## config.mk

```make
export PLATFORM = sky130hd
export DESIGN_NAME = uart_cmd_ctrl
export DESIGN_NICKNAME = d
export VERILOG_FILES = /design/src/rtl/uart_cmd_pkg.sv /design/src/rtl/uart_cmd_ctrl.sv
export SDC_FILE = /design/constraint.sdc
export NUM_CORES = 1
export LEC_CHECK = 0
export ABC_AREA = 1
export CORE_MARGIN = 2
export CORE_UTILIZATION = 33
export CTS_CLUSTER_SIZE = 40
export DETAILED_ROUTE_END_ITERATION = 10
export HOLD_SLACK_MARGIN = 0.12
export PLACE_DENSITY = 0.49
export REMOVE_ABC_BUFFERS = 1
export SKIP_LAST_GASP = 1
export SLEW_MARGIN = 30
export SYNTH_ARGS = -nofsm -noshare
export SYNTH_HDL_FRONTEND = slang
export SYNTH_SLANG_ARGS = --single-unit
export TNS_END_PERCENT = 1
```

## constraint.sdc

```tcl
create_clock -name clk_in -period 3.6 [get_ports clk_in]
set_input_delay 0.72 -clock clk_in [delete_from_list [all_inputs] [get_ports clk_in]]
set_output_delay 0.72 -clock clk_in [all_outputs]
set_load 0.005 [all_outputs]
```

## src/rtl/uart_cmd_pkg.sv

```systemverilog
// ----------------------------------------------------------------------------
// uart_cmd_pkg
// Shared definitions for the UART command-frame controller:
//   state_e        - controller state encoding
//   Err*           - err_code values reported with frame_err
//   HeaderDefault  - default frame start byte
//   frame_csum()   - frame checksum, (header + addr + data) mod 256
// ----------------------------------------------------------------------------
package uart_cmd_pkg;

    typedef enum logic [2:0] {
        StIdle  = 3'd0,
        StAddr  = 3'd1,
        StData  = 3'd2,
        StCsum  = 3'd3,
        StWrite = 3'd4
    } state_e;

    localparam logic [1:0] ErrNone    = 2'b00;
    localparam logic [1:0] ErrBadAddr = 2'b01;
    localparam logic [1:0] ErrCsum    = 2'b10;
    localparam logic [1:0] ErrTimeout = 2'b11;

    localparam logic [7:0] HeaderDefault = 8'hA5;

    function automatic logic [7:0] frame_csum(input logic [7:0] header,
                                              input logic [7:0] addr,
                                              input logic [7:0] data);
        frame_csum = header + addr + data;
    endfunction

endpackage

```

## src/rtl/uart_cmd_ctrl.sv

```systemverilog
// ----------------------------------------------------------------------------
// uart_cmd_ctrl
// Parses command frames HEADER, ADDR, DATA[, CSUM] arriving one byte per
// rx_done strobe from a UART receiver and turns each good frame into a
// single-cycle register write.
//
// Build option: define UART_CMD_CHECKSUM_EN to require and check the CSUM
// byte. Without it frames are three bytes and err_code 10 never occurs.
//
// Parameters:
//   CLOCK_FREQ     - clk_in frequency in Hz
//   TIMEOUT_CYCLES - allowed inter-byte gap in clk_in cycles
//   HEADER         - frame start byte
// Ports:
//   clk_in      in   clock, rising edge
//   rst_n       in   asynchronous active-low reset
//   rx_data     in   received byte, valid with rx_done
//   rx_done     in   one-cycle byte strobe
//   reg_wr_en   out  one-cycle register write strobe
//   reg_wr_addr out  write address, held until the next write
//   reg_wr_data out  write data, held until the next write
//   frame_err   out  one-cycle error strobe
//   err_code    out  01 bad addr, 10 checksum, 11 timeout; held until next error
//   busy        out  high whenever a frame is in progress
// ----------------------------------------------------------------------------
module uart_cmd_ctrl
    import uart_cmd_pkg::*;
#(
    parameter int unsigned CLOCK_FREQ     = 32'd50_000_000,
    parameter int unsigned TIMEOUT_CYCLES = 32'd50_000,
    parameter logic [7:0]  HEADER         = HeaderDefault
) (
    input  logic       clk_in,
    input  logic       rst_n,
    input  logic [7:0] rx_data,
    input  logic       rx_done,
    output logic       reg_wr_en,
    output logic [3:0] reg_wr_addr,
    output logic [7:0] reg_wr_data,
    output logic       frame_err,
    output logic [1:0] err_code,
    output logic       busy
);

    // A zero TIMEOUT_CYCLES falls back to 1 ms worth of clk_in cycles.
    localparam int unsigned TimeoutMs  = (CLOCK_FREQ / 1000 == 0) ? 1 : CLOCK_FREQ / 1000;
    localparam int unsigned TimeoutEff = (TIMEOUT_CYCLES == 0) ? TimeoutMs : TIMEOUT_CYCLES;
    localparam logic [31:0] GapLimit   = 32'(TimeoutEff - 1);

    state_e      state_q, state_d;
    logic [31:0] gap_q, gap_d;
    // Only the low nibble is stored: an accepted address always has a zero
    // upper nibble, so the full byte is recoverable for the checksum.
    logic [3:0]  addr_q, addr_d;
    logic [7:0]  data_q, data_d;
    logic        wr_en_q, wr_en_d;
    logic [3:0]  wr_addr_q, wr_addr_d;
    logic [7:0]  wr_data_q, wr_data_d;
    logic        ferr_q, ferr_d;
    logic [1:0]  err_code_q, err_code_d;

    logic in_frame;
    logic timeout;

    // WRITE is excluded so a write and a timeout error can never coincide.
    assign in_frame = (state_q == StAddr) || (state_q == StData) || (state_q == StCsum);
    // A byte arriving on the limit cycle wins over the timeout.
    assign timeout  = in_frame && (gap_q == GapLimit) && !rx_done;

    always_comb begin
        state_d    = state_q;
        addr_d     = addr_q;
        data_d     = data_q;
        wr_en_d    = 1'b0;
        wr_addr_d  = wr_addr_q;
        wr_data_d  = wr_data_q;
        ferr_d     = 1'b0;
        err_code_d = err_code_q;

        if (rx_done || (state_q == StIdle)) begin
            gap_d = '0;
        end else begin
            gap_d = gap_q + 32'd1;
        end

        unique case (state_q)
            StIdle: begin
                if (rx_done && (rx_data == HEADER)) begin
                    state_d = StAddr;
                end
            end
            StAddr: begin
                if (rx_done) begin
                    if (rx_data[7:4] != 4'h0) begin
                        ferr_d     = 1'b1;
                        err_code_d = ErrBadAddr;
                        state_d    = StIdle;
                    end else begin
                        addr_d  = rx_data[3:0];
                        state_d = StData;
                    end
                end
            end
            StData: begin
                if (rx_done) begin
                    data_d = rx_data;
`ifdef UART_CMD_CHECKSUM_EN
                    state_d = StCsum;
`else
                    state_d = StWrite;
`endif
                end
            end
`ifdef UART_CMD_CHECKSUM_EN
            StCsum: begin
                if (rx_done) begin
                    if (rx_data == frame_csum(HEADER, {4'h0, addr_q}, data_q)) begin
                        state_d = StWrite;
                    end else begin
                        ferr_d     = 1'b1;
                        err_code_d = ErrCsum;
                        state_d    = StIdle;
                    end
                end
            end
`endif
            StWrite: begin
                // Any byte arriving here is dropped, never taken as a header.
                wr_en_d   = 1'b1;
                wr_addr_d = addr_q;
                wr_data_d = data_q;
                state_d   = StIdle;
            end
            default: begin
                state_d = StIdle;
            end
        endcase

        if (timeout) begin
            ferr_d     = 1'b1;
            err_code_d = ErrTimeout;
            state_d    = StIdle;
            gap_d      = '0;
        end
    end

    always_ff @(posedge clk_in or negedge rst_n) begin
        if (!rst_n) begin
            state_q    <= StIdle;
            gap_q      <= '0;
            addr_q     <= '0;
            data_q     <= '0;
            wr_en_q    <= 1'b0;
            wr_addr_q  <= '0;
            wr_data_q  <= '0;
            ferr_q     <= 1'b0;
            err_code_q <= ErrNone;
        end else begin
            state_q    <= state_d;
            gap_q      <= gap_d;
            addr_q     <= addr_d;
            data_q     <= data_d;
            wr_en_q    <= wr_en_d;
            wr_addr_q  <= wr_addr_d;
            wr_data_q  <= wr_data_d;
            ferr_q     <= ferr_d;
            err_code_q <= err_code_d;
        end
    end

    assign reg_wr_en   = wr_en_q;
    assign reg_wr_addr = wr_addr_q;
    assign reg_wr_data = wr_data_q;
    assign frame_err   = ferr_q;
    assign err_code    = err_code_q;
    assign busy        = (state_q != StIdle);

endmodule

```

Word-level counts from Yosys, hierarchy flattened
Cells that the tools add are included.
{"block": "totals", "ff_bits": 63, "wordCells": 54, "in_bits": 11, "output_inout_bits": 17}
{"block": "op_classes", "n_reduce_logical": 17, "bitwise_logic": 1, "add_sub_neg": 1, "mux": 17, "eq_ne": 9}
{"cell": "32-bit two-way mux", "n": 2}
{"cell": "32-bit by 1-bit adder with 32-bit output (second input constant)", "n": 1}
{"cell": "32-bit by 16-bit == test with 1-bit output (second input constant)", "n": 1}
{"cell": "3-bit two-way mux", "n": 4}
{"cell": "2-bit two-way mux", "n": 5}
{"cell": "3-bit case mux with 3 select lines", "n": 1}
{"cell": "3-bit AND reduction", "n": 3}
{"cell": "8-bit == test (second input constant)", "n": 1}
{"cell": "3-bit by 2-bit == test with 1-bit output (second input constant)", "n": 2}
{"cell": "3-bit != test (second input constant)", "n": 2}
{"cell": "2-bit nonzero test", "n": 3}
{"cell": "1-bit two-way mux", "n": 5}
{"cell": "4-bit nonzero test", "n": 1}
{"cell": "3-bit by 1-bit == test with 1-bit output (second input constant)", "n": 1}
{"cell": "3-bit == test (second input constant)", "n": 1}
{"cell": "1-bit logical AND", "n": 3}
{"cell": "3-bit logical NOT", "n": 1}
{"cell": "1-bit logical OR", "n": 3}
{"cell": "3-bit by 2-bit != test with 1-bit output (second input constant)", "n": 1}
{"cell": "3-bit nonzero test", "n": 1}
{"cell": "2-bit AND reduction", "n": 1}
{"cell": "1-bit logical NOT", "n": 1}
{"cell": "1-bit NOT", "n": 1}

Longest topological paths before layout
Gate-level depths: netlist of the first run.
{"block": "logic_depth", "word_depth": 7, "depth_mapped": 9, "mapped_depth_nobuf": 9}

Least setup slack after synthesis of the first run
No wires, ideal clock.
{"block": "synth_timing", "kind": "flip-flop to output port", "from": "register state_q[1]", "to": "output port busy", "arrival_time_ns": 0.791, "path_slack_ns": 2.089, "required_ns": 2.880, "path_buffers": 0, "stages_incl_launch_ff": 5, "cell_sequence": "dfrtp_1 > inv_1 > nand2_2 > nor2_1 > inv_1"}
{"block": "synth_between", "elab_chain_cells": 1}
{"element": "start, declared", "line": "uart_cmd_ctrl.sv:50", "rtl": "state_e state_q, state_d;"}
{"element": "start signal, assigned", "line": "uart_cmd_ctrl.sv:149", "rtl": "state_q <= StIdle;"}
{"element": "start signal, assigned", "line": "uart_cmd_ctrl.sv:159", "rtl": "state_q <= state_d;"}
{"element": "3-bit nonzero test", "line": "uart_cmd_ctrl.sv:176", "rtl": "assign busy = (state_q != StIdle);"}
{"element": "end, declared", "line": "uart_cmd_ctrl.sv:42", "rtl": "output logic busy"}
Every way passes these cells.

Worst setup path after layout of the first run
{"block": "layout_timing", "from": "register state_q[0]", "to": "output port busy"}
Same word-level chain as after synthesis.

==> flow_summary.toml, run 1 <==
[routing]
ant_nets = 0
drt_iter0_drc = 143
viasPerCell = 4.52
drc_errors = 0
wl_mm = 8.93
first_pass_iters = 5
num_vias = 2995
wire_per_inst_um = 13.5

[grt]
busiest_layer = "met2"
met2_usage_pct = 25.9
use_met1_pct = 25.0
antenna_found_initial = 0
track_usage_pct = 17.7
grt_max_degree = 37
grtUsageMet3_pct = 3.40
grt_pass1_vias = 3014
gr-total-overflow = 0
grt_first_pass_wirelength_mm = 15.2

[timing]
rsz0062_at_grt = "no"
timing.fmax_ghz = 0.411
final-setup-viol-count = 0
skew_ns = 0.0123
finalCriticalPeriod_ns = 2.43
whs_ns = 0.382
tightest_slew_ns = 0.773
hold_viol = 0
min_period_over_period_pct = 67.6
timing.final.max_slew_violations = 0
finalWorstSetupSlack_ns = 1.17
fin_setup_tns_ns = 0
relSlewSlack_pct = 48.4

[yosys]
synth.cell_area_mm2 = 0.00341
synthDistinctLibCells = 21
syn_area_per_cell_um2 = 7.02
ys_seq_elements = 63
seq_area_frac_synth_pct = 46.2
ys.warnings.count = 0
synthCells = 486

[cts]
numCtsBuffers = 9
path_clk_slew_ns = 0.07
cts_root_buf = "clkbuf_8"
post-cts-setup-buffer-count = 0
hold_buffers = 0
cts_num_sinks = 63
clk_latency_ns = 0.35
clk_path_buf_depth = 2
cts_tree = "built"
postCtsResizedCells = 0
h-tree-depth = 3

[critical_path]
reg2reg_to = "err_code[1]$_DFFE_PN0P_"
max_stage_delay_ns = 0.45
r2r-start = "gap_q[0]$_DFF_PN0_"
critPathTopFamily = "buffers and inverters"
slowest_stage = "clkdlybuf4s50_1"
rr_worst_depth = 5
crit_top_cell = "inv_1"
arrival_ns = 1.71
worst_setup_path_end_kind = "primary output"
required_ns = 2.88
start_kind = "flip-flop"
cp_cell_sequence = "inv_1 > nand2_2 > nor2_1 > inv_1 > clkdlybuf4s50_1"
crit_buf_inv = 3
regToRegSetupSlack_ns = 1.64
crit_fanout = 4
setup.worst_path.class = "flip-flop to primary output"

[pwr]
p_leak_nw = 1.78
switchingPower_w = 0.000315
p_sw_share_pct = 23.3
p_clk_share_pct = 45.0
peakVddDrop_v = 0.000194
powerDensity_mw_per_mm2 = 337
combinationalPowerShare_pct = 2.5
seqPwrFrac_pct = 52.4
p_int_w = 0.00104

[cells_and_area]
drive_gt1_share_pct = 7.41
fin_cells = 662
final_common_cell = "nand2_1"
syn_to_final_growth_pct = 17.8
multi_input_area_mm2 = 0.00160
insertedDiodeCount = 0
mostFrequentLayoutCells = "nand2_1 (162), nor2_1 (108), dfrtp_1 (63)"
final_util_pct = 39.4
nNetsFinal = 533
fillers = 1128
regArea_mm2 = 0.00158

[placed_design]
io_buffers = 27
place.gp.congestion = 0.966
dp_slack_ns = 1.26
dp_cells = 646
post-dp-hpwl_mm = 6.83

[job]
cap_violations = 0

[floorplan]
io_pins = 28
start_util_pct = 33.5
coreArea_mm2 = 0.0102
die-height_um = 106
die_area_mm2 = 0.0112
row_count = 37
die_x_um = 106

[worst_hold_path]
min_path_type = "primary input to asynchronous set/reset pin"

[status]
status = "complete, no violations"
Yosys cell counts (all sizes together):
master,count,area share [%]
nand2,168,19
nor2,121,15
dfrtp,63,46
inv,54,5.9
nand3,33,4.8
o21ai,16,2.3
xor2,8,2.1
nor3,6,1.0
buf,4,0.77
nand4,4,0.73
xnor2,4,1.0
a21oi,2,0.29
and2,1,0.18
ha,1,0.37
o21bai,1,0.22
sequential cells by signal, indices dropped and copies added (netlist names):
| register | cells |
|---|---|
| state_q | 3 |
| addr_q | 4 |
| data_q | 8 |
| frame_err | 1 |
| reg_wr_data | 8 |
| gap_q | 32 |
| err_code | 2 |
| reg_wr_addr | 4 |
| reg_wr_en | 1 |
layer usage:
| layer | wire (µm) | vias to the layer above | part of all wire, % |
|---|---|---|---|
| met5 | 0 | - | 0 |
| met4 | 216 | 0 | 2.4 |
| met3 | 231 | 14 | 2.6 |
| met2 | 3890 | 34 | 44 |
| met1 | 4600 | 1390 | 51 |
| li1 | - | 1557 | - |
area by class of cell:
cell class                 count  area share (%)
inverter                      54            5.05
multi-input combinational    365            40.0
clock inverter                 6            1.53
clock buffer                  10            3.18
tap                          136            4.24
sequential                    63            39.3
timing repair buffer          28            6.79
power groups by stage:
stage	combinational (W)	sequential, W	clock, W
6_report	0.0000344	0.000709	0.000610
5_1_grt	0.0000398	0.000709	0.000662
4_1_cts	0.0000366	0.000709	0.000633
3_5_place_dp	0.0000364	0.000723	0
3_3_place_gp	0.0000361	0.000723	0
2_1_floorplan	0.00000471	0.000723	0
worst max path at each step:
stage	start	to	slack, ns	depth (start not counted)
global placement	rx_done	gap_q[23]$_DFF_PN0_	1.31	4
detailed placement	rx_done	gap_q[21]$_DFF_PN0_	1.26	4
CTS	state_q[1]$_DFFE_PN0P_	busy	1.12	5
finish	state_q[0]$_DFFE_PN0P_	busy	1.17	5
floorplan	state_q[1]$_DFFE_PN0P_	busy	2.09	4
global route	state_q[1]$_DFFE_PN0P_	busy	1.02	5
through the flow:
stage | power, W | instance area [µm²]
after global placement | 0.000759 | 3830
final | 0.00135 | 4020
after CTS | 0.00138 | 4020
after detailed placement | 0.000760 | 3830
after floorplan | 0.000728 | 3380
after global routing | 0.00141 | 4020
worst register-to-register path, cell delays in order, from the launching register on:
cell and delay, ns:
dfrtp_1 0.39, ha_1 0.34, nand3_1 0.29, nor3_1 0.49, nand4_1 0.26, nand2_1 0.12
cell families after synthesis:
| group | after synthesis | share of synthesized area, % |
|---|---|---|
| and+or+nand+nor | 333 | 40.7 |
| DFF | 63 | 46.2 |
| buffers and inverters | 58 | 6.72 |
| AOI/OAI and AO/OA | 19 | 2.86 |
| xor gates and xnor gates | 12 | 3.08 |
| adders and majority gates | 1 | 0.367 |
(Power assumes the default switching activity.)
==> inputs of run 2 (changes only) <==
--- a/config.mk
+++ b/config.mk
@@ -11,7 +11,7 @@
 export CTS_CLUSTER_SIZE = 40
 export DETAILED_ROUTE_END_ITERATION = 10
 export HOLD_SLACK_MARGIN = 0.12
-export PLACE_DENSITY = 0.49
+export PLACE_DENSITY = 0.51
 export REMOVE_ABC_BUFFERS = 1
 export SKIP_LAST_GASP = 1
 export SLEW_MARGIN = 30
==> constraint.sdc (replaced) <==
create_clock -name clk_in -period 2.15 [get_ports clk_in]
set_input_delay 0.43 -clock clk_in [delete_from_list [all_inputs] [get_ports clk_in]]
set_output_delay 0.43 -clock clk_in [all_outputs]
set_load 0.005 [all_outputs]
==> run 2 against run 1 <==
Net effect: clock-buffer cell count did not move; critical path depth did not move; via count rose by 0.77%; setup slack got worse by 1.0 ns; first-iteration DRC count fell by 17%; global-route usage fell by 0.43 points; sequential power rose by 68%; combinational power rose by 81%; flip-flop and latch count did not move; core utilization rose by 0.54 points; routed wire length fell by 0.29%; clock power rose by 69%; largest power group unchanged; highest routed layer unchanged.
==> flow_summary.toml, run 2 (same netlist as run 1, synthesis figures left out) <==
[routing]
drt_iter0_drc = 118
wire_per_inst_um = 13.4
num_vias = 3018
wl_mm = 8.91
first_pass_iters = 4
ant_nets = 0
viasPerCell = 4.52
drc_errors = 0

[cells_and_area]
drive_gt1_share_pct = 8.29
final_area_mm2 = 0.00407
final_util_pct = 40.0
regMostFlops = "gap_q"
fillers = 1074
final_common_cell = "nand2_1"
largest_reg_flops = 32
insertedDiodeCount = 0
mostFrequentLayoutCells = "nand2_1 (162), nor2_1 (107), dfrtp_1 (63)"
nNetsFinal = 538
syn_to_final_growth_pct = 19.4
fin_cells = 667

[cts]
cts_num_sinks = 63
h-tree-depth = 3
cts_tree = "built"
cts_root_buf = "clkbuf_8"
clk_path_buf_depth = 2
post-cts-setup-buffer-count = 0
clk_latency_ns = 0.36
numCtsBuffers = 9
path_clk_slew_ns = 0.08

[critical_path]
cp_cell_sequence = "inv_1 > nand2_2 > nor2_2 > inv_1 > clkdlybuf4s50_1"
crit_fanout = 4
crit_top_cell = "inv_1"
required_ns = 1.72
crit_buf_inv = 3
slowest_stage = "clkdlybuf4s50_1"
r2r-start = "gap_q[0]$_DFF_PN0_"
critPathTopFamily = "buffers and inverters"
start_kind = "flip-flop"
setup.worst_path.class = "flip-flop to primary output"
startpoint = "state_q[0]$_DFFE_PN0P_"
arrival_ns = 1.59
worst_setup_path_end_kind = "primary output"
max_stage_delay_ns = 0.43

[timing]
rsz0062_at_grt = "no"
timing.final.max_slew_violations = 0
relSlewSlack_pct = 71.7
fin_setup_tns_ns = 0
finalCriticalPeriod_ns = 2.02
min_period_over_period_pct = 93.9
hold_viol = 0
timing.fmax_ghz = 0.495
skew_ns = 0.0117
tightest_slew_ns = 0.423
final-setup-viol-count = 0

[floorplan]
start_util_pct = 33.5
row_count = 37
io_pins = 28
coreArea_mm2 = 0.0102
die_x_um = 106
die_area_mm2 = 0.0112
die-height_um = 106

[grt]
grt_pass1_vias = 2935
grt_max_degree = 64
grt_first_pass_wirelength_mm = 14.7
track_usage_pct = 17.3
antenna_found_initial = 0
gr-total-overflow = 0

[pwr]
peakVddDrop_v = 0.000239
total_power_w = 0.00228
powerDensity_mw_per_mm2 = 560
p_leak_nw = 1.81

[placed_design]
io_buffers = 27
place.gp.congestion = 0.901
place_area_mm2 = 0.00387
post-dp-hpwl_mm = 6.73
dp_cells = 650

[worst_hold_path]
min_path_type = "flip-flop to flip-flop"
min_from = "reg_wr_data[6]$_DFFE_PN0P_"

[status]
status = "complete, no violations"

[job]
cap_violations = 0
-- run 2: where the power goes --
| group | internal [W] | total [W] | switching, W |
|---|---|---|---|
| sequential | 0.00119 | 0.00119 | 0.00000107 |
| clock | 0.000531 | 0.00103 | 0.000499 |
| combinational | 0.0000246 | 0.0000622 | 0.0000376 |
| total | 0.00174 | 0.00228 | 0.000538 |
-- run 2: layout make-up --
cell class / count / area (µm²) / share of cell area (%)
clock buffer: 10 / 128 / 3.14
sequential: 63 / 1580 / 38.7
tap: 136 / 170 / 4.18
inverter: 54 / 203 / 4.98
timing repair buffer: 33 / 325 / 7.99
multi-input combinational: 365 / 1610 / 39.5
clock inverter: 6 / 61.3 / 1.51
-- run 2: worst register-to-register path: cells and delay by family, from the launching register on --
family	cells	cell delay, ns
flops	1	0.40
buf+inv	1	0.08
simple gates	6	0.81
fa+ha+maj	1	0.32
-- run 2: per-layer routing --
metal | GRT usage (%) | vias up | wire length [µm] | share of wire [%]
li1 | - | 1564 | - | -
met5 | 0 | - | 0 | 0
met2 | 25.0 | 62 | 3890 | 44
met4 | 8.18 | 0 | 221 | 2.5
met1 | 24.9 | 1376 | 4510 | 51
met3 | 2.91 | 16 | 288 | 3.2
-- run 2: timing repair --
action | in CTS | in global routing
endpoints found under the setup margin | 0 | 1
hold buffers | 1 | 0
endpoints found under the hold margin | 63 | 0
resized for setup | 0 | 1
-- run 2: metrics by stage --
stage / worst slack [ns] / hold slack (ns)
2_1_floorplan: 0.717 / 0.134
3_3_place_gp: 0.346 / 0.454
3_5_place_dp: 0.336 / 0.461
4_1_cts: 0.0730 / 0.480
5_1_grt: 0.0200 / 0.508
6_report: 0.131 / 0.475
-- run 2: path summary, 6_finish.rpt --
| path | endpoint | depth (start not counted) | slack, ns |
|---|---|---|---|
| setup / recovery | busy | 5 | 0.13 |
| hold / removal | reg_wr_data[6]$_DFFE_PN0P_ | 2 | 0.48 |
| max in group asynchronous | gap_q[21]$_DFF_PN0_ | 3 | 1.24 |
| hold reg to reg | reg_wr_data[6]$_DFFE_PN0P_ | 2 | 0.48 |
| min in group asynchronous | gap_q[26]$_DFF_PN0_ | 3 | 0.61 |
| setup reg to reg | gap_q[3]$_DFF_PN0_ | 8 | 0.44 |
==> inputs of run 3 (changes only) <==
--- a/config.mk
+++ b/config.mk
@@ -11,10 +11,10 @@
 export CTS_CLUSTER_SIZE = 40
 export DETAILED_ROUTE_END_ITERATION = 10
 export HOLD_SLACK_MARGIN = 0.12
-export PLACE_DENSITY = 0.51
+export PLACE_DENSITY = 0.49
 export REMOVE_ABC_BUFFERS = 1
 export SKIP_LAST_GASP = 1
-export SLEW_MARGIN = 30
+export SLEW_MARGIN = 20
 export SYNTH_ARGS = -nofsm -noshare
 export SYNTH_HDL_FRONTEND = slang
 export SYNTH_SLANG_ARGS = --single-unit
==> constraint.sdc (replaced) <==
create_clock -name clk_in -period 2.5 [get_ports clk_in]
set_input_delay 0.5 -clock clk_in [delete_from_list [all_inputs] [get_ports clk_in]]
set_output_delay 0.5 -clock clk_in [all_outputs]
set_load 0.005 [all_outputs]
==> run 3 against run 2 <==
Net effect: register-to-register slack better by 0.35 ns; clock-buffer cell count is 1 lower; flip-flop and latch count stayed put; sequential power is 14% lower; via count is 0.63% lower; hold slack worse by 0.30 ns; critical path depth stayed put; largest power group unchanged.
==> flow_summary.toml, run 3 (same netlist as run 1, synthesis figures left out) <==
[cts]
postCtsResizedCells = 0
h-tree-depth = 3
hold_buffers = 0
cts_root_buf = "clkbuf_8"
clk_path_buf_depth = 2
cts_num_sinks = 63
numCtsBuffers = 9
path_clk_slew_ns = 0.08
clk_latency_ns = 0.36
post-cts-setup-buffer-count = 0
cts_tree = "built"

[critical_path]
worst_setup_path_end_kind = "primary output"
max_stage_delay_ns = 0.44
start_kind = "flip-flop"
slowest_stage = "clkdlybuf4s50_1"
setup.worst_path.class = "flip-flop to primary output"
critPathTopFamily = "buffers and inverters"
rr_worst_depth = 5
crit_top_cell = "inv_1"
cp_cell_sequence = "inv_1 > nand2_2 > nor2_1 > inv_1 > clkdlybuf4s50_1"
required_ns = 2.00
crit_buf_inv = 3
arrival_ns = 1.71
critical_path_cell_count = 5
crit_fanout = 4

[timing]
timing.fmax_ghz = 0.452
hold_viol = 0
fin_setup_tns_ns = 0
timing.final.max_slew_violations = 0
relSlewSlack_pct = 55.1
finalWorstSetupSlack_ns = 0.290
final-setup-viol-count = 0
whs_ns = 0.172
finalCriticalPeriod_ns = 2.21
rsz0062_at_grt = "no"
skew_ns = 0.0111
min_period_over_period_pct = 88.4
tightest_slew_ns = 0.674

[cells_and_area]
fillers = 1095
final_util_pct = 39.9
nNetsFinal = 535
mostFrequentLayoutCells = "nand2_1 (162), nor2_1 (108), dfrtp_1 (63)"
fin_cells = 664
drive_gt1_share_pct = 7.95
regMostFlops = "gap_q"
largest_reg_flops = 32
insertedDiodeCount = 0
syn_to_final_growth_pct = 19.2
final_common_cell = "nand2_1"

[grt]
grt_pass1_vias = 3091
track_usage_pct = 18.1
antenna_found_initial = 0
grt_max_degree = 27
gr-total-overflow = 0
grt_first_pass_wirelength_mm = 15.5

[routing]
num_vias = 2999
drc_errors = 0
wl_mm = 9.18
wire_per_inst_um = 13.8
drt_iter0_drc = 154
viasPerCell = 4.52
first_pass_iters = 5
ant_nets = 0

[worst_hold_path]
min_path_type = "primary input to asynchronous set/reset pin"

[floorplan]
die_x_um = 106
die_area_mm2 = 0.0112
io_pins = 28
row_count = 37
coreArea_mm2 = 0.0102
die-height_um = 106
start_util_pct = 33.5

[placed_design]
place.gp.congestion = 0.918
post-dp-hpwl_mm = 7.11
io_buffers = 27
dp_cells = 648
dp_slack_ns = 0.536

[pwr]
peakVddDrop_v = 0.000205
powerDensity_mw_per_mm2 = 486
p_leak_nw = 1.80

[status]
status = "complete, no violations"

[job]
cap_violations = 0
## run 3: path summary, 6_finish.rpt
| kind | from | endpoint | slack (ns) |
|---|---|---|---|
| setup / recovery | state_q[0]$_DFFE_PN0P_ | busy | 0.29 |
| hold / removal | rst_n | gap_q[0]$_DFF_PN0_ | 0.17 |
| setup reg to reg | gap_q[0]$_DFF_PN0_ | err_code[0]$_DFFE_PN0P_ | 0.79 |
| hold reg to reg | data_q[2]$_DFFE_PN0P_ | reg_wr_data[2]$_DFFE_PN0P_ | 0.47 |
| max in group asynchronous | rst_n | gap_q[16]$_DFF_PN0_ | 1.77 |
| min in group clk_in | data_q[2]$_DFFE_PN0P_ | reg_wr_data[2]$_DFFE_PN0P_ | 0.47 |
## run 3: through the flow
step / instance area, µm² / total power (W)
floorplan: 3380 / 0.00105
detailed placement: 3870 / 0.00110
global placement: 3870 / 0.00110
global route: 4060 / 0.00206
finish: 4060 / 0.00197
CTS: 4060 / 0.00200
## run 3: routing by layer
metal / wire (µm) / global-route usage (%) / part of all wire [%]
met1: 4630 / 26.1 / 50
met4: 170 / 6.86 / 1.9
met3: 359 / 3.59 / 3.9
met2: 4020 / 26.5 / 44
met5: 0 / 0 / 0
## run 3: final cells by class
cell class | instances | area (µm²) | area share (%)
multi-input cells | 365 | 1600 | 39.5
flip-flops and latches | 63 | 1580 | 38.8
repair buffers | 30 | 313 | 7.70
inverters | 54 | 203 | 4.99
well taps | 136 | 170 | 4.19
clock buffers | 9 | 124 | 3.05
clock inverters | 7 | 72.6 | 1.79
## run 3: report_power, final
group / internal (W) / switching, W
clock network: 0.000461 / 0.000433
logic: 0.0000230 / 0.0000339
registers: 0.00102 / 0.000000908
total: 0.00150 / 0.000468
## run 3: worst register-to-register path, cell delays in order (launching register included)
cell     delay, ns
dfrtp_1       0.40
ha_1          0.31
nand3_1       0.21
nor3_1        0.38
nand4_1       0.24
nand3_1       0.11
